File: src/rtl/wd_reset_sequencer_if.sv
// Control/status bundle between the watchdog-driven reset sequencer and its surroundings.
// The sequencer uses the slave view; the watchdog/status side uses the master view.
interface wd_reset_sequencer_if #(
  parameter int unsigned GAIN_W = 8
);
  logic              force_reset;
  logic              warning;
  logic              clear_fault;
  logic [GAIN_W-1:0] gain_out;
  logic              rf_en;
  logic              sys_rstn;
  logic              fault_latched;
  logic [3:0]        trip_count;
  logic [2:0]        state_o;

  modport master (
    output force_reset, warning, clear_fault,
    input  gain_out, rf_en, sys_rstn, fault_latched, trip_count, state_o
  );

  modport slave (
    input  force_reset, warning, clear_fault,
    output gain_out, rf_en, sys_rstn, fault_latched, trip_count, state_o
  );
endinterface

File: src/rtl/wd_reset_sequencer.sv
// Watchdog reset sequencer: ramps modulator gain down, holds the DSP reset, then ramps back up.
// Repeated trips latch a lockout that only clear_fault can release.
module wd_reset_sequencer #(
  parameter int unsigned GAIN_W      = 8,
  parameter int unsigned RAMP_STEP   = 16,
  parameter int unsigned HOLD_CYCLES = 8,
  parameter int unsigned MAX_TRIPS   = 3
) (
  input  logic                   clk,
  input  logic                   rstn,
  wd_reset_sequencer_if.slave    bus
);

  localparam int unsigned GW1    = GAIN_W + 1;
  localparam int unsigned HOLD_W = (HOLD_CYCLES > 1) ? $clog2(HOLD_CYCLES) : 1;

  localparam logic [GAIN_W-1:0] GMAX    = '1;
  localparam logic [GAIN_W-1:0] GHALF   = GAIN_W'(2 ** (GAIN_W - 1));
  localparam logic [GW1-1:0]    GMAX_X  = {1'b0, GMAX};
  localparam logic [GW1-1:0]    GHALF_X = {1'b0, GHALF};
  localparam logic [GW1-1:0]    STEP_X  = GW1'(RAMP_STEP);
  localparam logic [3:0]        TRIP_LIM = 4'(MAX_TRIPS);
  localparam logic [HOLD_W-1:0] HOLD_INIT = HOLD_W'(HOLD_CYCLES - 1);

  typedef enum logic [2:0] {
    S_RAMP_UP    = 3'd0,
    S_RUN        = 3'd1,
    S_WARN       = 3'd2,
    S_RAMP_DOWN  = 3'd3,
    S_HOLD       = 3'd4,
    S_WAIT_CLEAR = 3'd5,
    S_LOCKOUT    = 3'd6
  } state_e;

  state_e              state_q, state_d;
  logic [GAIN_W-1:0]   gain_q, gain_d;
  logic                rf_en_q, rf_en_d;
  logic                sys_rstn_q, sys_rstn_d;
  logic                fault_q, fault_d;
  logic [3:0]          trip_q, trip_d;
  logic [HOLD_W-1:0]   hold_q, hold_d;

  logic [GW1-1:0]      gain_x;
  logic [GW1-1:0]      up_x;
  logic [GAIN_W-1:0]   gain_up;
  logic [GAIN_W-1:0]   gain_dn;
  logic [GAIN_W-1:0]   gain_wn;
  logic [3:0]          trip_inc;

  // Saturating gain arithmetic, one bit wider than the gain so nothing wraps.
  always_comb begin
    gain_x  = {1'b0, gain_q};
    up_x    = gain_x + STEP_X;
    gain_up = (up_x > GMAX_X) ? GMAX : GAIN_W'(up_x);
    gain_dn = (gain_x > STEP_X) ? GAIN_W'(gain_x - STEP_X) : '0;
    if (gain_x > GHALF_X) begin
      gain_wn = ((gain_x - GHALF_X) > STEP_X) ? GAIN_W'(gain_x - STEP_X) : GHALF;
    end else begin
      gain_wn = ((GHALF_X - gain_x) > STEP_X) ? GAIN_W'(gain_x + STEP_X) : GHALF;
    end
    trip_inc = (trip_q == 4'hF) ? 4'hF : trip_q + 4'd1;
  end

  always_ff @(posedge clk or negedge rstn) begin
    if (!rstn) begin
      state_q    <= S_RAMP_UP;
      gain_q     <= '0;
      rf_en_q    <= 1'b1;
      sys_rstn_q <= 1'b1;
      fault_q    <= 1'b0;
      trip_q     <= '0;
      hold_q     <= '0;
    end else begin
      state_q    <= state_d;
      gain_q     <= gain_d;
      rf_en_q    <= rf_en_d;
      sys_rstn_q <= sys_rstn_d;
      fault_q    <= fault_d;
      trip_q     <= trip_d;
      hold_q     <= hold_d;
    end
  end

  // Next state: force_reset outranks warning in the audio-carrying states.
  always_comb begin
    state_d = state_q;
    case (state_q)
      S_RAMP_UP: begin
        if (bus.force_reset)      state_d = S_RAMP_DOWN;
        else if (bus.warning)     state_d = S_WARN;
        else if (gain_q == GMAX)  state_d = S_RUN;
      end
      S_RUN: begin
        if (bus.force_reset)      state_d = S_RAMP_DOWN;
        else if (bus.warning)     state_d = S_WARN;
      end
      S_WARN: begin
        if (bus.force_reset)      state_d = S_RAMP_DOWN;
        else if (!bus.warning)    state_d = S_RAMP_UP;
      end
      S_RAMP_DOWN: begin
        if (gain_dn == '0)        state_d = S_HOLD;
      end
      S_HOLD: begin
        if (hold_q == '0)         state_d = (trip_q >= TRIP_LIM) ? S_LOCKOUT : S_WAIT_CLEAR;
      end
      S_WAIT_CLEAR: begin
        if (!bus.force_reset)     state_d = S_RAMP_UP;
      end
      S_LOCKOUT: begin
        if (bus.clear_fault)      state_d = S_RAMP_UP;
      end
      default:                    state_d = S_RAMP_DOWN;
    endcase
  end

  // Next values of the registered outputs; gain holds on the edge that leaves a state early.
  always_comb begin
    gain_d     = gain_q;
    rf_en_d    = rf_en_q;
    sys_rstn_d = sys_rstn_q;
    fault_d    = fault_q;
    trip_d     = bus.clear_fault ? 4'd0 : trip_q;
    hold_d     = hold_q;
    case (state_q)
      S_RAMP_UP: begin
        if (!bus.force_reset && !bus.warning) gain_d = gain_up;
      end
      S_RUN: begin
        gain_d = gain_q;
      end
      S_WARN: begin
        if (!bus.force_reset && bus.warning) gain_d = gain_wn;
      end
      S_RAMP_DOWN: begin
        gain_d = gain_dn;
        if (gain_dn == '0) begin
          rf_en_d    = 1'b0;
          sys_rstn_d = 1'b0;
          trip_d     = bus.clear_fault ? 4'd1 : trip_inc;
          hold_d     = HOLD_INIT;
        end
      end
      S_HOLD: begin
        gain_d  = '0;
        rf_en_d = 1'b0;
        if (hold_q == '0) begin
          sys_rstn_d = 1'b1;
          if (trip_q >= TRIP_LIM) fault_d = 1'b1;
        end else begin
          hold_d = hold_q - HOLD_W'(1);
        end
      end
      S_WAIT_CLEAR: begin
        gain_d  = '0;
        rf_en_d = !bus.force_reset;
      end
      S_LOCKOUT: begin
        gain_d     = '0;
        rf_en_d    = 1'b0;
        sys_rstn_d = 1'b1;
        fault_d    = 1'b1;
        if (bus.clear_fault) begin
          fault_d = 1'b0;
          rf_en_d = 1'b1;
        end
      end
      default: begin
        gain_d = gain_q;
      end
    endcase
  end

  assign bus.gain_out      = gain_q;
  assign bus.rf_en         = rf_en_q;
  assign bus.sys_rstn      = sys_rstn_q;
  assign bus.fault_latched = fault_q;
  assign bus.trip_count    = trip_q;
  assign bus.state_o       = state_q;

endmodule
File: src/flat_wrapper.sv
// flat-port wrapper written by rule: the top's interface ports become plain ports
module wd_reset_sequencer_flat 
#(
  parameter int unsigned GAIN_W      = 8,
  parameter int unsigned RAMP_STEP   = 16,
  parameter int unsigned HOLD_CYCLES = 8,
  parameter int unsigned MAX_TRIPS   = 3
)
  (clk, rstn, bus_force_reset, bus_warning, bus_clear_fault, bus_gain_out, bus_rf_en, bus_sys_rstn, bus_fault_latched, bus_trip_count, bus_state_o);
  wd_reset_sequencer_if #(.GAIN_W(GAIN_W)) bus_i ();
  input  logic clk;
  input  logic rstn;
  input wire logic [$bits(bus_i.force_reset)-1:0] bus_force_reset;
  input wire logic [$bits(bus_i.warning)-1:0] bus_warning;
  input wire logic [$bits(bus_i.clear_fault)-1:0] bus_clear_fault;
  output wire logic [$bits(bus_i.gain_out)-1:0] bus_gain_out;
  output wire logic [$bits(bus_i.rf_en)-1:0] bus_rf_en;
  output wire logic [$bits(bus_i.sys_rstn)-1:0] bus_sys_rstn;
  output wire logic [$bits(bus_i.fault_latched)-1:0] bus_fault_latched;
  output wire logic [$bits(bus_i.trip_count)-1:0] bus_trip_count;
  output wire logic [$bits(bus_i.state_o)-1:0] bus_state_o;
  assign bus_i.force_reset = bus_force_reset;
  assign bus_i.warning = bus_warning;
  assign bus_i.clear_fault = bus_clear_fault;
  assign bus_gain_out = bus_i.gain_out;
  assign bus_rf_en = bus_i.rf_en;
  assign bus_sys_rstn = bus_i.sys_rstn;
  assign bus_fault_latched = bus_i.fault_latched;
  assign bus_trip_count = bus_i.trip_count;
  assign bus_state_o = bus_i.state_o;
  wd_reset_sequencer #(.GAIN_W(GAIN_W), .RAMP_STEP(RAMP_STEP), .HOLD_CYCLES(HOLD_CYCLES), .MAX_TRIPS(MAX_TRIPS)) u_core (.clk(clk), .rstn(rstn), .bus(bus_i));
endmodule
File: config.mk
export PLATFORM = sky130hd
export DESIGN_NAME = wd_reset_sequencer_flat
export DESIGN_NICKNAME = d
export VERILOG_FILES = /design/src/rtl/wd_reset_sequencer_if.sv /design/src/rtl/wd_reset_sequencer.sv /design/src/flat_wrapper.sv
export SDC_FILE = /design/constraint.sdc
export NUM_CORES = 1
export LEC_CHECK = 0
export CORE_ASPECT_RATIO = 1.5
export CORE_MARGIN = 5
export CORE_UTILIZATION = 30
export DETAILED_ROUTE_END_ITERATION = 16
export SLEW_MARGIN = 15
export SYNTH_ARGS = -nofsm -noshare
export SYNTH_HDL_FRONTEND = slang
export SYNTH_SLANG_ARGS = --single-unit
File: constraint.sdc
create_clock -name clk -period 5.33 [get_ports clk]
set_clock_uncertainty 0.05 [all_clocks]
set_input_delay 0.533 -clock clk [delete_from_list [all_inputs] [get_ports clk]]
set_output_delay 0.533 -clock clk [all_outputs]
set_load 0.005 [all_outputs]
==> metrics.txt, run 1 <==
total congestion overflow 0; proportion of synthesized area in mux cells 2.41%; Crit-path slowest cell a221oi_1; layout cell share with drive strength beyond 1 7.69%; largest net degree at the start of global routing 22; layout-stage area growth over the synthesis result 16.7%; die boundary height 103 um; CTS max path bufs 2; vias in the first global route 1553; Final Hold Vio Count 0; leakage 0.820 nW; H-tree levels 1; detailed-route DRC error count 0; capture point of the worst reg-to-reg path u_core.bus.gain_out[7]; main combinational cell family by area after synthesis compound AO/OA/AOI/OAI gates; Global Route Usage Sum 12.5%; placement-stage cell area 1950 um2; CP Class reg2reg; Skew-Pair Late Insertion Delay 270 ps; unrepaired setup endpoints after global routing no; antenna violations before repair 0; post-synthesis compound-gate area fraction 27.8%; Critical Path Source Type register; detail-routed via count per cell 5.65; chain of cells forming the critical path inv_1 -> ha_1 -> nor3b_1 -> nand4_1 -> a221oi_1 -> nand4b_1 -> a32o_1; simple logic cell fraction of the synthesized area 25.3%; first drt pass iteration count 4; Total Die Area 7350 um2; top post-synthesis cells by count dfrtp_1 (19), nor2_1 (12), nand2_1 (11); worst hold slack 458 ps; CTS Buf Count 3; number of buffer and inverter stages on the critical path 1; Antenna Nets Post-Route 0; endpoint kind of the worst setup timing path register; Critical R2R Launch u_core.bus.gain_out[4]; most used flip-flop cell after synthesis dfrtp_1; cell with the most instances after synthesis dfrtp_1; Cell variety after synth 63; syn nets 208; most crowded layer after global routing met2; gp weighted congestion 0.873; result of the run finished, final reports clean; largest voltage drop on the vdd net 0.254 mV; clock tree root driver cell clkbuf_8; post-layout minimum cycle time 2790 ps; number of max-cap violations 0; initial cell density of the core 31.2%; register area share after synthesis 30.8%; Synth Area in XOR/XNOR 1.53%; warning count from the yosys run 0; Avg WL per Cell 16.2 um; adder and majority gate portion of the synthesized area 5.84%; largest fanout of any net on the critical path 13; via total after detailed routing 1571; quantity of I/O buffers inserted on ports 22; Relative slew margins 36.2%; boundary pin count 23; Worst Reg2Reg Path Length in Cells 7; global-route track usage on met2 22.0%; antenna diode instance count 0; PostCTS Resize Cnt 0; clock tree from TritonCTS yes; Crit path max-delay family compound AO/OA/AOI/OAI gates; wire length of the first global-routing pass 7.30 mm; delay of the slowest cell on the worst path 670 ps; number of flip-flops and latches in the synthesized netlist 21; post-synthesis instance total 195; Syn Area/Cell 8.78 um2; post-synth design cell area 1710 um2; fraction of registers with async set or reset after synthesis 100%; post-CTS setup buffer count 0; number of cells traversed by the worst hold path 2; final setup violating endpoints 0; DP Wirelength 3.37 mm; endpoint of the worst hold path u_core.bus.sys_rstn; Tightest Hold Check Type reg2reg; Highest Clock Rate 359 MHz; post-layout instance area 2000 um2; period utilization 52.3%; Global Route met1 Usage 14.3%; number of synthesized flops with an enable pin 0; Arrival @ worst endpoint 2950 ps; core box area 5490 um2; number of sinks on the clock net 21; number of rows in the core area 33; Total Routed Length 4.49 mm; Clk pin slew, worst setup/hold paths 90 ps; met3 Use GR 1.27%; ratio of total power to cell area 601 nW/um2; worst path required time 5490 ps; sum of negative setup slack 0 ps; # hold bufs at CTS 0; ranking of synthesized cells by area dfrtp_1 (28%), ha_1 (5.8%), dfstp_2 (3.1%), a21oi_1 (2.9%), nor2_1 (2.6%); Die Wd 71.7 um; final net count 222; hold path start u_core.bus.sys_rstn; transition at the pin with the smallest max-transition slack 954 ps; Iteration-0 DRC Markers 102; reg-to-reg slack, setup 2540 ps; cell taking the most area after synthesis dfrtp_1; area share of the largest cell type after synthesis 27.8%; Slew Viols, Final 0
==> flip-flops by register name (all words and copies together), names as in the netlist <==
register,flops
u_core.bus.sys_rstn,1
u_core.bus.gain_out,8
u_core.bus.state_o,3
u_core.bus.fault_latched,1
u_core.bus.trip_count,4
u_core.bus.rf_en,1
u_core.hold_q,3
==> per-layer routing <==
layer | vias up | routed length, um
met3 | 14 | 156
met1 | 746 | 1840
met2 | 46 | 2290
met4 | 0 | 213
met5 | - | 0
li1 | 765 | -
==> cell usage in the layout, fill, tap and decap left out, types with 3 or more instances in the layout <==
master           synthesis  final
clkdlybuf4s50_1          0     22
dfrtp_1                 19     19
nor2_1                  12     12
nand2_1                 11     11
inv_1                   10     10
a21oi_1                 10     10
ha_1                     8      8
a31oi_1                  7      7
nand3_1                  6      6
nand2b_1                 6      6
nor2b_1                  5      5
o21a_1                   5      5
o21ai_0                  5      5
a32o_1                   4      4
nand4_1                  4      4
nor3_1                   4      4
and3b_1                  3      3
and3_1                   3      3
a211oi_1                 3      3
mux2i_1                  3      3
nor4_1                   3      3
o31a_1                   3      3
o22ai_1                  3      3
clkbuf_8                 0      3
==> area by class of cell <==
type                    instances  area [um2]
well taps                      70        87.6
clock inverters                 1        7.51
inverters                      10        37.5
fillers                       571        3490
multi-input cells             151        1080
clock buffers                   3        41.3
repair buffers                 22         220
flip-flops and latches         21         528
==> kinds of logic (layout without fill, tap and decap cells) <==
family | after synthesis | in the layout
muxes | 4 | 4
adders and majority gates | 8 | 8
DFF | 21 | 21
buffers and inverters | 23 | 36
AOI/OAI and AO/OA | 63 | 63
xor gates and xnor gates | 3 | 3
and+or+nand+nor | 73 | 73
==> report_power, final <==
part           switching [mW]  total, mW  internal, mW
Sequential              0.138      0.362         0.224
Combinational           0.375      0.729         0.354
Clock                  0.0577      0.111        0.0529
Total                   0.571       1.20         0.631
==> how the worst max path moves through the flow <==
| stage | start | to | slack [ps] | cells after the start |
|---|---|---|---|---|
| after CTS | u_core.bus.gain_out[4] | u_core.bus.gain_out[7] | 2540 | 7 |
| after global placement | u_core.bus.gain_out[4] | u_core.bus.gain_out[7] | 2540 | 7 |
| after floorplan | u_core.bus.gain_out[4] | u_core.bus.gain_out[7] | 3080 | 8 |
| after global routing | u_core.bus.gain_out[4] | u_core.bus.gain_out[7] | 2270 | 7 |
| after detailed placement | u_core.bus.gain_out[4] | u_core.bus.gain_out[7] | 2600 | 7 |
| final | u_core.bus.gain_out[4] | u_core.bus.gain_out[7] | 2540 | 7 |
==> tightest hold or removal path, delay by kind of cell, from the launching register on <==
family        cells  cell delay (ps)
simple gates      2              140
flops             1              370
==> per-stage QoR <==
stage / setup WS [ps] / utilization [%] / cells / total power, mW
3_5_place_dp: 2600 / 35.5 / 274 / 1.09
4_1_cts: 2540 / 36.4 / 278 / 1.21
6_report: 2540 / 36.4 / 278 / 1.20
5_1_grt: 2270 / 36.4 / 278 / 1.30
3_3_place_gp: 2540 / 35.5 / 274 / 1.09
2_1_floorplan: 3080 / - / 195 / 0.868
(Power assumes the default switching activity.)
==> run 2: changes to the inputs <==
==> constraint.sdc (replaced) <==
create_clock -name clk -period 2.8 [get_ports clk]
set_clock_uncertainty 0.05 [all_clocks]
set_input_delay 0.28 -clock clk [delete_from_list [all_inputs] [get_ports clk]]
set_output_delay 0.28 -clock clk [all_outputs]
set_load 0.005 [all_outputs]
==> run 2 against run 1 <==
  * Combinational power is 95% higher
  * Clock-buffer cell count unchanged
  * Sequential share of layout area shrank 0.45 points
  * Final area rose by 1.8%
==> metrics.txt, run 2 (synthesis gave the netlist of run 1 again) <==
Total Die Area 7350 um2 (unchanged); Clk pin slew, worst setup/hold paths 80 ps (was 90 ps); final net count 227 (was 222); clock tree from TritonCTS yes (unchanged); unrepaired setup endpoints after global routing no (unchanged); Worst Slack Setup Final 352 ps (was 2540 ps); DP Wirelength 3.48 mm (was 3.37 mm); Avg WL per Cell 15.9 um (was 16.2 um); Relative slew margins 61.3% (was 36.2%); CTS max path bufs 2 (unchanged); core box area 5490 um2 (unchanged); detailed-route DRC error count 0 (unchanged); Tightest Hold Check Type in2async (was reg2reg); wire length of the first global-routing pass 7.24 mm (was 7.30 mm); # hold bufs at CTS 0 (unchanged); layout-stage area growth over the synthesis result 18.8% (was 16.7%); antenna diode instance count 0 (unchanged); Arrival @ worst endpoint 2530 ps (was 2950 ps); total congestion overflow 0 (unchanged); number of sinks on the clock net 21 (unchanged); gp weighted congestion 0.859 (was 0.873); number of max-cap violations 0 (unchanged); result of the run finished, final reports clean (unchanged); Total Routed Length 4.49 mm (unchanged); ratio of total power to cell area 1130 nW/um2 (was 601 nW/um2); layout cell share with drive strength beyond 1 9.86% (was 7.69%); Highest Clock Rate 409 MHz (was 359 MHz); leakage 0.849 nW (was 0.820 nW); number of cells after detailed placement 279 (was 274); die boundary height 103 um (unchanged); sum of negative setup slack 0 ps (unchanged); Iteration-0 DRC Markers 101 (was 102); vias in the first global route 1523 (was 1553); Skew-Pair Late Insertion Delay 260 ps (was 270 ps); Die Wd 71.7 um (unchanged); endpoint kind of the worst setup timing path register (unchanged); final setup violating endpoints 0 (unchanged); detail-routed via count per cell 5.52 (was 5.65); max layer used met4 (unchanged); Slew Viols, Final 0 (unchanged); Overall Power 2.30 mW (was 1.20 mW); largest voltage drop on the vdd net 0.406 mV (was 0.254 mV); quantity of I/O buffers inserted on ports 22 (unchanged); Critical R2R Launch u_core.bus.gain_out[4] (unchanged); antenna violations before repair 0 (unchanged); Worst Reg2Reg Path Length in Cells 7 (unchanged); routed length on met2 2.36 mm (was 2.29 mm); transition at the pin with the smallest max-transition slack 581 ps (was 954 ps); PostCTS Resize Cnt 0 (unchanged); top library cells by usage in the layout, fill and taps aside clkdlybuf4s50_1 (22), dfrtp_1 (19), nor2_1 (12) (unchanged); worst slack after detailed placement 348 ps (was 2600 ps); post-route insts no fill 283 (was 278); largest fanout of any net on the critical path 13 (unchanged); post-CTS setup buffer count 0 (unchanged); capture point of the worst reg-to-reg path u_core.bus.gain_out[6] (was u_core.bus.gain_out[7]); period utilization 87.4% (was 52.3%); Final Hold Vio Count 0 (unchanged); number of flip-flops under the largest register name 8 (unchanged); largest net degree at the start of global routing 22 (unchanged); worst path required time 2880 ps (was 5490 ps); sum of met3 wire segment lengths after detailed routing 119 um (was 156 um); via total after detailed routing 1563 (was 1571); Antenna Nets Post-Route 0 (unchanged); initial cell density of the core 31.2% (unchanged); clock tree root driver cell clkbuf_8 (unchanged); boundary pin count 23 (unchanged); CP Class reg2reg (unchanged); CTS Buf Count 3 (unchanged); number of rows in the core area 33 (unchanged); first drt pass iteration count 4 (unchanged); Global Route Usage Sum 12.4% (was 12.5%); Critical Path Source Type register (unchanged); post-layout minimum cycle time 2450 ps (was 2790 ps); M1 wire length 1.88 mm (was 1.84 mm); H-tree levels 1 (unchanged); leading cell type in the layout, fill and taps excluded clkdlybuf4s50_1 (unchanged); reg-to-reg slack, setup 350 ps (was 2540 ps)
[run 2: metal layers]
metal | vias to the layer above | global-route usage, %
met2 | 31 | 23.4
met1 | 747 | 13.6
met4 | 0 | 6.51
li1 | 776 | -
met3 | 9 | 1.07
met5 | - | 0
[run 2: per-stage QoR]
| step | hold WS, ps | util (%) | area [um2] |
|---|---|---|---|
| 3_3_place_gp | 444 | 36.2 | 1990 |
| 5_1_grt | 365 | 37.0 | 2030 |
| 2_1_floorplan | -65.6 | - | 1710 |
| 4_1_cts | 340 | 37.0 | 2030 |
| 3_5_place_dp | 445 | 36.2 | 1990 |
| 6_report | 324 | 37.0 | 2030 |
[run 2: worst max path at each step]
stage                           startpoint  depth (start not counted)  slack, ps                endpoint
finish              u_core.bus.gain_out[4]                          7        350  u_core.bus.gain_out[6]
global route        u_core.bus.gain_out[4]                          7        130  u_core.bus.gain_out[6]
CTS                 u_core.bus.gain_out[4]                          7        330  u_core.bus.gain_out[6]
detailed placement  u_core.bus.gain_out[4]                          7        350  u_core.bus.gain_out[6]
global placement    u_core.bus.gain_out[4]                          7        470  u_core.bus.gain_out[6]
floorplan           u_core.bus.gain_out[4]                          8        550  u_core.bus.gain_out[7]
[run 2: layout make-up]
| class | instances | area [um2] |
|---|---|---|
| Clock buffer | 3 | 41.3 |
| Clock inverter | 1 | 5.00 |
| Fill cell | 548 | 3460 |
| Inverter | 10 | 37.5 |
| Multi-Input combinational cell | 151 | 1080 |
| Sequential cell | 21 | 528 |
| Tap cell | 70 | 87.6 |
| Timing Repair Buffer | 27 | 258 |
[run 2: worst max-delay path, cell delays in order, from the launching register on]
cell and delay [ps]:
dfrtp_1 590, inv_1 170, ha_1 270, and3_1 200
a31o_2 260, a2111oi_0 310, nor4_1 90, a2111oi_0 380
[run 2: where the power goes]
part	leakage (nW)	internal [mW]	switching [mW]	total, mW
Clock	0.0255	0.0991	0.102	0.201
Sequential	0.255	0.427	0.252	0.679
Combinational	0.569	0.687	0.732	1.42
